--- src/rtl/vga_pkg.sv ---
// rtl/vga_pkg.sv - shared VGA 640x480 timing constants, capture state and pixel types
package vga_pkg;

    // 640x480 @ 60 Hz mode, also used by the timing generator
    localparam int unsigned H_ACTIVE = 640;
    localparam int unsigned H_FRONT  = 16;
    localparam int unsigned H_SYNC   = 96;
    localparam int unsigned H_BACK   = 48;
    localparam int unsigned H_TOTAL  = H_ACTIVE + H_FRONT + H_SYNC + H_BACK;
    localparam int unsigned V_ACTIVE = 480;
    localparam int unsigned V_FRONT  = 10;
    localparam int unsigned V_SYNC   = 2;
    localparam int unsigned V_BACK   = 33;
    localparam int unsigned V_TOTAL  = V_ACTIVE + V_FRONT + V_SYNC + V_BACK;

    localparam int unsigned CNT_W = 10;

    typedef enum logic [1:0] {
        IDLE    = 2'd0,
        MEASURE = 2'd1,
        CAPTURE = 2'd2
    } cap_state_t;

    typedef logic [23:0] rgb_t;

    // Saturating increment for the 10-bit position counters
    function automatic logic [CNT_W-1:0] sat_inc(input logic [CNT_W-1:0] v);
        return (v == '1) ? v : v + 1'b1;
    endfunction

endpackage

--- src/rtl/vga_edge_det.sv ---
// rtl/vga_edge_det.sv - falling-edge detector for already-registered hsync/vsync
// Ports:
//   i_clk, i_rst_n        pixel clock, async active-low reset
//   i_hsync, i_vsync      registered sync inputs (active low)
//   o_hs_fall, o_vs_fall  one-cycle pulse when the sync input goes 1 -> 0
module vga_edge_det (
    input  logic i_clk,
    input  logic i_rst_n,
    input  logic i_hsync,
    input  logic i_vsync,
    output logic o_hs_fall,
    output logic o_vs_fall
);

    logic r_hs_prev;
    logic r_vs_prev;

    // Previous values reset low so a sync held low through reset is not
    // mistaken for an edge once reset releases.
    always_ff @(posedge i_clk or negedge i_rst_n) begin
        if (!i_rst_n) begin
            r_hs_prev <= 1'b0;
            r_vs_prev <= 1'b0;
        end else begin
            r_hs_prev <= i_hsync;
            r_vs_prev <= i_vsync;
        end
    end

    assign o_hs_fall = r_hs_prev & ~i_hsync;
    assign o_vs_fall = r_vs_prev & ~i_vsync;

endmodule

--- src/rtl/vga_capture.sv ---
// rtl/vga_capture.sv - VGA receive side: geometry lock and active-pixel capture into a FIFO
// Ports:
//   i_clk, i_rst_n                 pixel clock, async active-low reset
//   i_hsync, i_vsync, i_blank_n    VGA timing (syncs active low, blank_n high = active)
//   i_red, i_green, i_blue         pixel colour
//   i_fifo_full, i_ovf_clr         downstream back-pressure, sticky overflow clear
//   o_fifo_wreq, o_fifo_wdata      write strobe and {r,g,b}
//   o_pix_x, o_pix_y               coordinates of the written pixel
//   o_frame_start                  pulse with the write of pixel (0,0)
//   o_locked, o_overflow           geometry verified, sticky dropped-pixel flag
module vga_capture
    import vga_pkg::*;
#(
    parameter int unsigned P_H_ACTIVE = H_ACTIVE,
    parameter int unsigned P_V_ACTIVE = V_ACTIVE
) (
    input  logic             i_clk,
    input  logic             i_rst_n,
    input  logic             i_hsync,
    input  logic             i_vsync,
    input  logic             i_blank_n,
    input  logic [7:0]       i_red,
    input  logic [7:0]       i_green,
    input  logic [7:0]       i_blue,
    input  logic             i_fifo_full,
    input  logic             i_ovf_clr,
    output logic             o_fifo_wreq,
    output logic [23:0]      o_fifo_wdata,
    output logic [CNT_W-1:0] o_pix_x,
    output logic [CNT_W-1:0] o_pix_y,
    output logic             o_frame_start,
    output logic             o_locked,
    output logic             o_overflow
);

    localparam logic [CNT_W-1:0] LP_H = CNT_W'(P_H_ACTIVE);
    localparam logic [CNT_W-1:0] LP_V = CNT_W'(P_V_ACTIVE);

    logic             r_s_hsync;
    logic             r_s_vsync;
    logic             r_s_blank_n;
    rgb_t             r_s_rgb;
    logic             w_hs_fall;
    logic             w_vs_fall;
    logic [CNT_W-1:0] r_x_cnt;
    logic [CNT_W-1:0] r_y_cnt;
    logic             r_geom_err;
    logic             w_line_bad;
    logic [CNT_W-1:0] w_y_eff;
    logic             w_frame_ok;
    cap_state_t       r_state;
    cap_state_t       w_state_nxt;
    logic             w_wr;
    logic             w_drop;

    always_ff @(posedge i_clk or negedge i_rst_n) begin
        if (!i_rst_n) begin
            r_s_hsync   <= 1'b0;
            r_s_vsync   <= 1'b0;
            r_s_blank_n <= 1'b0;
            r_s_rgb     <= '0;
        end else begin
            r_s_hsync   <= i_hsync;
            r_s_vsync   <= i_vsync;
            r_s_blank_n <= i_blank_n;
            r_s_rgb     <= {i_red, i_green, i_blue};
        end
    end

    vga_edge_det u_edge_det (
        .i_clk     (i_clk),
        .i_rst_n   (i_rst_n),
        .i_hsync   (r_s_hsync),
        .i_vsync   (r_s_vsync),
        .o_hs_fall (w_hs_fall),
        .o_vs_fall (w_vs_fall)
    );

    // The line still held in x_cnt is folded into the frame check, so a VS
    // edge coinciding with the HS edge that ends the last line still counts it.
    assign w_line_bad = (r_x_cnt != '0) && (r_x_cnt != LP_H);
    assign w_y_eff    = (r_x_cnt != '0) ? sat_inc(r_y_cnt) : r_y_cnt;
    assign w_frame_ok = (w_y_eff == LP_V) && !r_geom_err && !w_line_bad;

    always_ff @(posedge i_clk or negedge i_rst_n) begin
        if (!i_rst_n) begin
            r_x_cnt    <= '0;
            r_y_cnt    <= '0;
            r_geom_err <= 1'b0;
        end else if (w_vs_fall) begin
            r_x_cnt    <= '0;
            r_y_cnt    <= '0;
            r_geom_err <= 1'b0;
        end else if (w_hs_fall) begin
            r_x_cnt <= '0;
            if (r_x_cnt != '0) begin
                r_y_cnt <= sat_inc(r_y_cnt);
            end
            if (w_line_bad) begin
                r_geom_err <= 1'b1;
            end
        end else if (r_s_blank_n) begin
            r_x_cnt <= sat_inc(r_x_cnt);
        end
    end

    always_ff @(posedge i_clk or negedge i_rst_n) begin
        if (!i_rst_n) begin
            r_state <= IDLE;
        end else begin
            r_state <= w_state_nxt;
        end
    end

    // Write decision uses the state before any VS transition in this cycle.
    always_comb begin
        w_state_nxt = r_state;
        w_wr        = 1'b0;
        w_drop      = 1'b0;
        if (r_state == CAPTURE && r_s_blank_n) begin
            w_wr   = !i_fifo_full;
            w_drop = i_fifo_full;
        end
        if (w_vs_fall) begin
            case (r_state)
                IDLE:    w_state_nxt = MEASURE;
                MEASURE: w_state_nxt = w_frame_ok ? CAPTURE : MEASURE;
                CAPTURE: w_state_nxt = w_frame_ok ? CAPTURE : MEASURE;
                default: w_state_nxt = IDLE;
            endcase
        end
    end

    always_ff @(posedge i_clk or negedge i_rst_n) begin
        if (!i_rst_n) begin
            o_fifo_wreq   <= 1'b0;
            o_fifo_wdata  <= '0;
            o_pix_x       <= '0;
            o_pix_y       <= '0;
            o_frame_start <= 1'b0;
            o_overflow    <= 1'b0;
        end else begin
            o_fifo_wreq   <= w_wr;
            o_frame_start <= w_wr && (r_x_cnt == '0) && (r_y_cnt == '0);
            if (w_wr) begin
                o_fifo_wdata <= r_s_rgb;
                o_pix_x      <= r_x_cnt;
                o_pix_y      <= r_y_cnt;
            end
            // A drop in the same cycle as a clear keeps the flag set
            if (w_drop) begin
                o_overflow <= 1'b1;
            end else if (i_ovf_clr) begin
                o_overflow <= 1'b0;
            end
        end
    end

    assign o_locked = (r_state == CAPTURE);

endmodule

--- config.mk ---
export PLATFORM = sky130hd
export DESIGN_NAME = vga_capture
export DESIGN_NICKNAME = d
export VERILOG_FILES = /design/src/rtl/vga_pkg.sv /design/src/rtl/vga_edge_det.sv /design/src/rtl/vga_capture.sv
export SDC_FILE = /design/constraint.sdc
export NUM_CORES = 1
export LEC_CHECK = 0
export BUFFER_PORTS_ARGS = -buffer_cell sky130_fd_sc_hd__buf_4
export CORE_MARGIN = 4
export CORE_UTILIZATION = 50
export CTS_CLUSTER_SIZE = 14
export DETAILED_ROUTE_END_ITERATION = 10
export MAX_ROUTING_LAYER = met4
export PLACE_DENSITY = 0.81
export SLEW_MARGIN = 20
export SYNTH_ARGS = -nofsm -noshare
export SYNTH_HDL_FRONTEND = slang
export SYNTH_SLANG_ARGS = --single-unit
--- constraint.sdc ---
create_clock -name i_clk -period 2.7 [get_ports i_clk]
set_input_delay 0.54 -clock i_clk [delete_from_list [all_inputs] [get_ports i_clk]]
set_output_delay 0.54 -clock i_clk [all_outputs]
set_load 0.01 [all_outputs]
==> impl_metrics.json <==
{
  "ys_ff_latch": 99,
  "synth_top_cell_area_share": 0.625,
  "die_w_um": 97.0,
  "finalMaxSlewViolations": 0,
  "place_inst": 554,
  "path_max_fanout": 8,
  "cellPowerDensity_mw_per_mm2": 558,
  "syn_nets": 423,
  "core_mm2": 0.00773,
  "die_y_um": 97.0,
  "r2r-start": "r_y_cnt[1]",
  "cts.clk_slew.worst_paths_ns": 0.10,
  "ys_seq_area_frac": 0.625,
  "synth_async_sr_flop_share": 1.00,
  "met2_usage": 0.303,
  "vias": 2879,
  "fmax_mhz": 455,
  "wl_um": 8060,
  "dieArea_mm2": 0.00942,
  "synth_cells": 385,
  "cts_tree": "yes",
  "skew_ns": 0.0131,
  "avgRoutedWirePerCell_um": 14.1,
  "vias_per_cell": 5.05,
  "n_antenna_cell": 0,
  "clk-insertion-delay-late_ns": 0.36,
  "setup_viol": 0,
  "cp-start-kind": "flip-flop",
  "gp_routability_congestion": 0.907,
  "status": "completed",
  "crit_chain": "ha_1 -> nand3_1 -> nor2_1 -> o2111ai_1 -> a221o_1 -> nor4_2 -> a31o_1",
  "slew_headroom": 0.477,
  "max-vdd-ir-drop_uv": 290,
  "endpoint_kind": "flip-flop",
  "fin_util": 0.627,
  "nNetsFinal": 501,
  "synth_common_cells": "nand2_1, dfrtp_1, nor2_1, inv_1, o21ai_0",
  "ys.flop_type": "dfrtp_1",
  "p_leak_nw": 2.50,
  "grt_max_degree": 63,
  "layoutNonFillerInstCount": 570,
  "seq_area_mm2": 0.00248,
  "drive_gt1_frac": 0.231,
  "busiest_layer": "met2",
  "drt-initial-drc-count": 149,
  "crit_arrival_ns": 2.49,
  "yosysMostFrequentCell": "nand2_1",
  "rsz0062_at_grt": "no",
  "multi_input_area_mm2": 0.00136,
  "syn2layout_area_growth_pct": 22.3,
  "route.detailed.drc": 0,
  "critPathSlowestCell": "dfrtp_1",
  "synth_area_leaders": "dfrtp_1, nand2_1, nor2_1, ha_1, xnor2_1",
  "synth_edf_count": 0,
  "grt_antenna_before_repair": 0,
  "reg2reg_depth": 7,
  "cpLargestDelayFamily": "simple AND/OR/NAND/NOR gates",
  "cpPeakStageDelay_ns": 0.47,
  "ant_nets": 0,
  "port-buffer-count": 78,
  "post_cts_buffers": 0,
  "synth_top_area_cell": "dfrtp_1",
  "tightestPinTransition_ns": 0.784,
  "setup_tns_ns": 0,
  "syn_avg_cell_area_um2": 10.3,
  "clkSinkCount": 99,
  "required_ns": 2.99,
  "hold_viol_final": 0,
  "use_met1": 0.233,
  "met3_usage": 0.0368,
  "maxCapViolations": 0,
  "grt_pass1_wl_um": 13900,
  "worstReg2RegEnd": "r_state[1]",
  "path_buf_inv": 0,
  "cts_resized": 0,
  "ys_types": 45,
  "boundaryPins": 79,
  "drtPass1Iterations": 4,
  "row_count": 32,
  "finalCriticalPeriod_ns": 2.20,
  "dp_hpwl_um": 5780,
  "ys_warn_count": 0,
  "crit_type": "flip-flop to flip-flop",
  "r2r_slack_ns": 0.50,
  "clock-root-buffer": "clkbuf_8",
  "clk_path_buf_depth": 2,
  "netlist_area_mm2": 0.00396,
  "cts_buffers": 9,
  "overflow": 0,
  "start_util": 0.513,
  "min_path_type": "primary input to asynchronous set/reset pin",
  "fill_cells": 636,
  "ctsHoldBuffers": 0,
  "grt_pass1_vias": 2919,
  "track_usage": 0.187,
  "htree_levels": 3,
  "min_period_over_period": 0.814
}
-- final cells by class --
| type | instances | area share |
|---|---|---|
| clock inverters | 6 | 0.0114 |
| well taps | 102 | 0.0263 |
| multi-input cells | 256 | 0.281 |
| clock buffers | 10 | 0.0284 |
| repair buffers | 83 | 0.131 |
| inverters | 14 | 0.0108 |
| flip-flops and latches | 99 | 0.511 |
-- sequential cells by signal, summed over array words and instances, names as in the netlist --
register	cells
u_edge_det.r_hs_prev	1
r_s_hsync	1
o_overflow	1
r_x_cnt	10
r_geom_err	1
r_state	2
o_fifo_wreq	1
r_s_blank_n	1
o_pix_y	10
r_s_vsync	1
o_fifo_wdata	24
r_y_cnt	10
o_frame_start	1
o_pix_x	10
r_s_rgb	24
u_edge_det.r_vs_prev	1
-- kinds of logic (layout without fill, tap and decap cells) --
family	count (synthesis)	after routing	synth area share
AOI/OAI and AO/OA	33	33	0.0587
xor gates and xnor gates	13	13	0.0287
adders and majority gates	7	7	0.0221
buffers and inverters	30	113	0.0316
DFF	99	99	0.625
muxes	5	5	0.0126
and+or+nand+nor	198	198	0.221
-- power by group --
part	internal [mW]	total, mW	switching (mW)
sequential	1.53	1.57	0.0356
clock	0.378	0.912	0.534
combinational	0.101	0.226	0.125
total	2.01	2.70	0.695
-- metal layers --
| layer | vias up | part of all wire |
|---|---|---|
| li1 | 1410 | - |
| met3 | 9 | 0.046 |
| met1 | 1382 | 0.44 |
| met5 | - | 0 |
| met2 | 78 | 0.50 |
| met4 | 0 | 0.016 |
-- cell usage in the layout (no fill, tap or decap), types with 3 or more instances in the layout --
cell      synthesis  final
nand2_1         128    128
nor2_1           25     25
nand2b_1          3      3
inv_1            13     13
xor2_1            6      6
clkbuf_8          0     10
mux2i_1           5      5
nand4_1           5      5
ha_1              7      7
buf_4             0     82
and3_1            3      3
xnor2_1           7      7
nand3_1          10     10
nor3_1            6      6
a21oi_1           7      7
o21ai_0          12     12
dfrtp_1          99     99
-- through the flow --
step                      worst slack (ns)  cell area [um^2]  total power [mW]  hold WS (ns)
after floorplan                      0.740              3960              1.72         0.244
after global placement               0.616              4650              1.81         0.377
after detailed placement             0.540              4650              1.82         0.375
after CTS                            0.506              4850              2.73         0.262
after global routing                 0.307              4850              2.83         0.252
final                                0.501              4850              2.70         0.239
-- worst max-delay path by stage --
stage | slack (ns) | to | cells after the start | startpoint
after global routing | 0.31 | r_state[1] | 7 | r_y_cnt[1]
after global placement | 0.62 | r_state[1] | 6 | r_y_cnt[0]
final | 0.50 | r_state[1] | 7 | r_y_cnt[1]
after floorplan | 0.74 | r_state[1] | 6 | r_y_cnt[0]
after CTS | 0.51 | r_state[1] | 7 | r_y_cnt[1]
after detailed placement | 0.54 | r_state[1] | 7 | r_y_cnt[1]
Note: power is estimated with default switching activity, not from simulation.
